### config.mk
export PLATFORM = sky130hd
export DESIGN_NAME = clk_div_cfg
export DESIGN_NICKNAME = d
export VERILOG_FILES = /design/src/rtl/clk_div_pkg.sv /design/src/rtl/clk_div_cfg.sv
export SDC_FILE = /design/constraint.sdc
export NUM_CORES = 1
export LEC_CHECK = 0
export ABC_AREA = 0
export CORE_MARGIN = 1
export CORE_UTILIZATION = 54
export CTS_BUF_LIST = sky130_fd_sc_hd__clkbuf_16
export CTS_CLUSTER_SIZE = 20
export DETAILED_ROUTE_END_ITERATION = 7
export PLACE_DENSITY = 0.78
export SYNTH_ARGS = -nofsm -noshare
export SYNTH_HDL_FRONTEND = slang
export SYNTH_SLANG_ARGS = --single-unit
export TNS_END_PERCENT = 30
### constraint.sdc
create_clock -name clk_i -period 2.3 [get_ports clk_i]
set_input_delay 0.575 -clock clk_i [delete_from_list [all_inputs] [get_ports clk_i]]
set_output_delay 0.575 -clock clk_i [all_outputs]
set_load 0.05 [all_outputs]
### src/rtl/clk_div_pkg.sv
// Shared types and defaults for the clk_div family (divider and its config front-end).
// Latency: n/a (types and constants only).
// Backpressure: n/a.
package clk_div_pkg;

  localparam int unsigned CLK_DIV_WIDTH_DEF = 4;
  localparam int unsigned CLK_DIV_RESET_DEF = 1;

  typedef enum logic [1:0] {
    IDLE   = 2'd0,
    DRAIN  = 2'd1,
    SETTLE = 2'd2
  } clk_div_cfg_state_e;

endpackage

### src/rtl/clk_div_cfg.sv
// Divider config front-end: applies a new div value only on a period boundary of clk_div.
// Latency: change completes old+new cycles after accept; reject/no-op answer the next cycle.
// Backpressure: req_ready_o low (busy_o high) for the whole DRAIN + SETTLE window.
module clk_div_cfg
  import clk_div_pkg::*;
#(
  parameter int unsigned DIV_WIDTH = CLK_DIV_WIDTH_DEF,
  parameter int unsigned DIV_RESET = CLK_DIV_RESET_DEF
) (
  input  logic                 clk_i,
  input  logic                 arst_ni,
  input  logic [DIV_WIDTH-1:0] req_div_i,
  input  logic                 req_valid_i,
  output logic                 req_ready_o,
  output logic [DIV_WIDTH-1:0] div_o,
  output logic                 busy_o,
  output logic                 done_o,
  output logic                 err_o
);

  // A zero reset divider would make the first DRAIN count wrap; reject it at elaboration.
  if (DIV_RESET == 0 || DIV_RESET >= (64'd1 << DIV_WIDTH)) begin : g_bad_div_reset
    $error("clk_div_cfg: DIV_RESET must be nonzero and fit in DIV_WIDTH bits");
  end

  localparam logic [DIV_WIDTH-1:0] DIV_RST_VAL = DIV_WIDTH'(DIV_RESET);
  localparam logic [DIV_WIDTH-1:0] ONE         = DIV_WIDTH'(1);
  localparam logic [DIV_WIDTH-1:0] ZERO        = '0;

  clk_div_cfg_state_e   state_q, state_d;
  logic [DIV_WIDTH-1:0] cnt_q, cnt_d;
  logic [DIV_WIDTH-1:0] pend_q, pend_d;
  logic [DIV_WIDTH-1:0] div_q, div_d;
  logic                 done_q, done_d;
  logic                 err_q, err_d;

  // State, counter, pending value, divider output and pulse registers.
  always_ff @(posedge clk_i or negedge arst_ni) begin
    if (!arst_ni) begin
      state_q <= IDLE;
      cnt_q   <= ZERO;
      pend_q  <= ZERO;
      div_q   <= DIV_RST_VAL;
      done_q  <= 1'b0;
      err_q   <= 1'b0;
    end else begin
      state_q <= state_d;
      cnt_q   <= cnt_d;
      pend_q  <= pend_d;
      div_q   <= div_d;
      done_q  <= done_d;
      err_q   <= err_d;
    end
  end

  // Next-state: accept in IDLE, wait out the old period in DRAIN, one new period in SETTLE.
  always_comb begin
    state_d = state_q;
    cnt_d   = cnt_q;
    pend_d  = pend_q;
    div_d   = div_q;
    done_d  = 1'b0;
    err_d   = 1'b0;
    unique case (state_q)
      IDLE: begin
        if (req_valid_i) begin
          if (req_div_i == ZERO) begin
            err_d = 1'b1;
          end else if (req_div_i == div_q) begin
            done_d = 1'b1;
          end else begin
            // div_q is never zero here, so div_q-1 cannot wrap.
            pend_d  = req_div_i;
            cnt_d   = div_q - ONE;
            state_d = DRAIN;
          end
        end
      end
      DRAIN: begin
        if (cnt_q != ZERO) begin
          cnt_d = cnt_q - ONE;
        end else begin
          div_d   = pend_q;
          cnt_d   = pend_q - ONE;
          state_d = SETTLE;
        end
      end
      SETTLE: begin
        if (cnt_q != ZERO) begin
          cnt_d = cnt_q - ONE;
        end else begin
          state_d = IDLE;
          done_d  = 1'b1;
        end
      end
      default: begin
        state_d = IDLE;
      end
    endcase
  end

  assign req_ready_o = (state_q == IDLE);
  assign busy_o      = (state_q != IDLE);
  assign div_o       = div_q;
  assign done_o      = done_q;
  assign err_o       = err_q;

endmodule

==> impl_metrics.json <==
{
  "run_status": "finished, final reports clean",
  "routabilityCongestion": 0.7813,
  "cp_data_arrival_time_ns": 1.62,
  "crit_path_start_kind": "register",
  "maxSlewViolCount": 0,
  "stdcell_count": 152,
  "post-place-cells": 148,
  "setup_violations_final": 0,
  "internal-power_mw": 1.237,
  "sw_frac_of_total_pct": 43.92,
  "peakVddDrop_uv": 887.7,
  "tritoncts.num_buffers": 3,
  "die-height_um": 48.17,
  "avgSynthCellArea_um2": 10.86,
  "dp_worst_setup_slack_ns": -0.1327,
  "worst_pin_slew_ns": 0.5031,
  "design.die.area_um2": 2320,
  "detail_route.iter0.violations": 27,
  "worstPathCellList": "clkdlybuf4s50_1",
  "required_ns": 1.73,
  "layout_cell_share_with_drive_strength_beyond_1_pct": 20.00,
  "cp_top_family": "buffers and inverters",
  "vias_per_cell": 6.000,
  "grt_max_degree": 10,
  "pwr_density_cell_nw_per_um2": 1529,
  "initial_antenna_violation_count": 0,
  "first_global_vias": 890,
  "synth.ff_latch_count": 16,
  "ios": 15,
  "pwr-share-comb_pct": 57.7,
  "totalWireLength_um": 2411,
  "placement_rows": 16,
  "timing_worst_setup_path_type": "reg2out",
  "avgRoutedWirePerCell_um": 15.86,
  "vias_after_detailed_routing": 912,
  "synth-seq-area-share_pct": 34.89,
  "final_nets": 141,
  "clock.fmax_ghz": 0.4564,
  "track_usage_pct": 26.08,
  "synth.yosys.warnings": 0,
  "power_frac_seq_pct": 26.2,
  "holdCritPathClass": "reg2reg",
  "synth_cells": 106,
  "min_period_ns": 2.191,
  "synth.distinct_cells": 46,
  "cp_num_buf_inv": 1,
  "drc_errors": 0,
  "timing.final.crit_share_pct": 95.26,
  "max_slew_headroom_pct": 66.36,
  "cp_max_fo": 5,
  "port-buffer-count": 14,
  "dp_hpwl_um": 1851,
  "finalWorstSetupSlack_ns": 0.1090,
  "cts.repair.resized": 0,
  "die_width_um": 48.17,
  "synthDominantAreaCellType": "sky130_fd_sc_hd__dfrtp_1",
  "clock_sink_count": 16,
  "yosys.area.top_type_share_pct": 32.61,
  "synth_edf_count": 0,
  "worst-r2r-setup-slack_ns": 0.31,
  "clk_path_buf_depth": 2,
  "clock_skew_ns": 0.003828,
  "drv_cap": 0,
  "synth_top_cells_by_area": "sky130_fd_sc_hd__dfrtp_1, sky130_fd_sc_hd__ha_1, sky130_fd_sc_hd__xor2_2",
  "initial_standard_cell_utilization_of_the_core_pct": 58.08,
  "worst_path_largest_cell_delay_ns": 0.87,
  "htree_levels": 1,
  "power.clock.fraction_pct": 16.1,
  "n_antenna_cell": 0,
  "synth_ff_type": "sky130_fd_sc_hd__dfrtp_1",
  "clk-insertion-delay-late_ns": 0.25,
  "floorplan.core_area_um2": 1982,
  "final.hold.worst_slack_ns": 0.5586,
  "cts-hold-fix-buffers": 0,
  "first_pass_grt_wire_length_um": 4098,
  "synthesis_to_finish_area_growth_pct": 25.33,
  "synth_fp_nets": 121,
  "cts_tree": "built",
  "cts_setup_buffers": 0,
  "slowest_stage_cell_cp": "sky130_fd_sc_hd__clkdlybuf4s50_1",
  "final_antenna_net_count": 0,
  "path_clk_slew_ns": 0.05,
  "overflow_left_after_global_routing": 0,
  "power_switching_mw": 0.9686,
  "synth.cells.most_frequent": "sky130_fd_sc_hd__dfrtp_1, sky130_fd_sc_hd__inv_1, sky130_fd_sc_hd__ha_1",
  "worst_setup_path_end_kind": "output port",
  "power_leakage_nw": 0.6300,
  "cts-root-buf": "sky130_fd_sc_hd__clkbuf_16",
  "drt-pass1-iter-count": 4,
  "ys_async_sr_fraction_pct": 100.0,
  "setup_repair_after_global_routing_missed_its_margin": "no",
  "syn_area_um2": 1151,
  "synth.most_common_cell": "sky130_fd_sc_hd__dfrtp_1",
  "hold_viol": 0
}
==> power groups by stage <==
| stage | logic, mW | clock network (mW) | registers (mW) |
|---|---|---|---|
| 6_report | 1.27 | 0.354 | 0.579 |
| 5_1_grt | 1.38 | 0.369 | 0.598 |
| 4_1_cts | 1.27 | 0.360 | 0.578 |
| 3_5_place_dp | 1.26 | 0 | 0.580 |
| 3_3_place_gp | 1.24 | 0 | 0.573 |
| 2_1_floorplan | 0.851 | 0 | 0.622 |
==> metrics by stage <==
stage          total power [mW]  util, %  area, um^2  TNS [ns]
3_3_place_gp              1.810    68.81        1364   -0.4326
4_1_cts                   2.211    72.79        1443         0
6_report                  2.205    72.79        1443         0
2_1_floorplan             1.473        -        1151         0
5_1_grt                   2.345    72.79        1443         0
3_5_place_dp              1.841    68.81        1364   -0.6223
==> cells in the final DEF, fill, tap and decap left out, types with 2 or more instances in the layout <==
master,Yosys,routed
sky130_fd_sc_hd__dfrtp_1,15,15
sky130_fd_sc_hd__inv_1,12,12
sky130_fd_sc_hd__clkdlybuf4s50_1,0,11
sky130_fd_sc_hd__ha_1,8,8
sky130_fd_sc_hd__nor2_1,6,6
sky130_fd_sc_hd__buf_4,0,6
sky130_fd_sc_hd__xor2_2,4,4
sky130_fd_sc_hd__o21ai_0,4,4
sky130_fd_sc_hd__mux2_1,4,4
sky130_fd_sc_hd__nand2_1,3,3
sky130_fd_sc_hd__xnor2_1,3,3
sky130_fd_sc_hd__clkbuf_16,0,3
sky130_fd_sc_hd__nor4_1,2,2
sky130_fd_sc_hd__a21oi_1,2,2
sky130_fd_sc_hd__nor3_1,2,2
sky130_fd_sc_hd__nand3_1,2,2
sky130_fd_sc_hd__nor4bb_1,2,2
sky130_fd_sc_hd__mux2i_1,2,2
sky130_fd_sc_hd__o21a_1,2,2
sky130_fd_sc_hd__mux2_4,2,2
sky130_fd_sc_hd__mux2_2,2,2
sky130_fd_sc_hd__buf_12,0,2
==> worst paths after layout <==
| path | startpoint | end | cells past startpoint |
|---|---|---|---|
| worst max register to register | cnt_q[0] | cnt_q[3] | 7 |
| worst min-delay path | div_o[0] | div_o[0] | 2 |
| worst max-delay path | div_o[2] | div_o[2] | 1 |
| min in group asynchronous | arst_ni | state_q[0] | 1 |
| worst min register to register | div_o[0] | div_o[0] | 2 |
| max in group asynchronous | arst_ni | div_o[0] | 2 |
==> flip-flops by register name, indices dropped and copies added, names as in the netlist <==
signal / count
done_o: 1
pend_q: 4
state_q: 2
err_o: 1
cnt_q: 4
div_o: 4
==> metal layers <==
| layer | wire [um] | global-route usage (%) | part of all wire [%] | vias up |
|---|---|---|---|---|
| met4 | 19 | 7.222 | 0.79 | 0 |
| met2 | 1231 | 44.27 | 51 | 24 |
| met1 | 1048 | 33.49 | 43 | 462 |
| met5 | 0 | 0 | 0 | - |
| li1 | - | - | - | 424 |
| met3 | 111 | 5.556 | 4.6 | 2 |
==> cell families after synthesis <==
logic type / count (synthesis) / synth area share (%)
AOI/OAI and AO/OA: 24 / 19.35
xor gates and xnor gates: 8 / 8.696
adders and majority gates: 8 / 8.696
buffers and inverters: 16 / 5.325
and+or+nand+nor: 24 / 12.83
muxes: 10 / 10.22
DFF: 16 / 34.89
==> cell type report <==
type                       count  area [um^2]
sequential                    16        401.6
tap                           27        33.78
fill                         133        539.3
clock inverter                 1        3.754
multi-input combinational     74        688.2
clock buffer                   3        75.07
timing repair buffer          19        195.2
inverter                      12        45.04
Power figures use the tool's default switching activity.
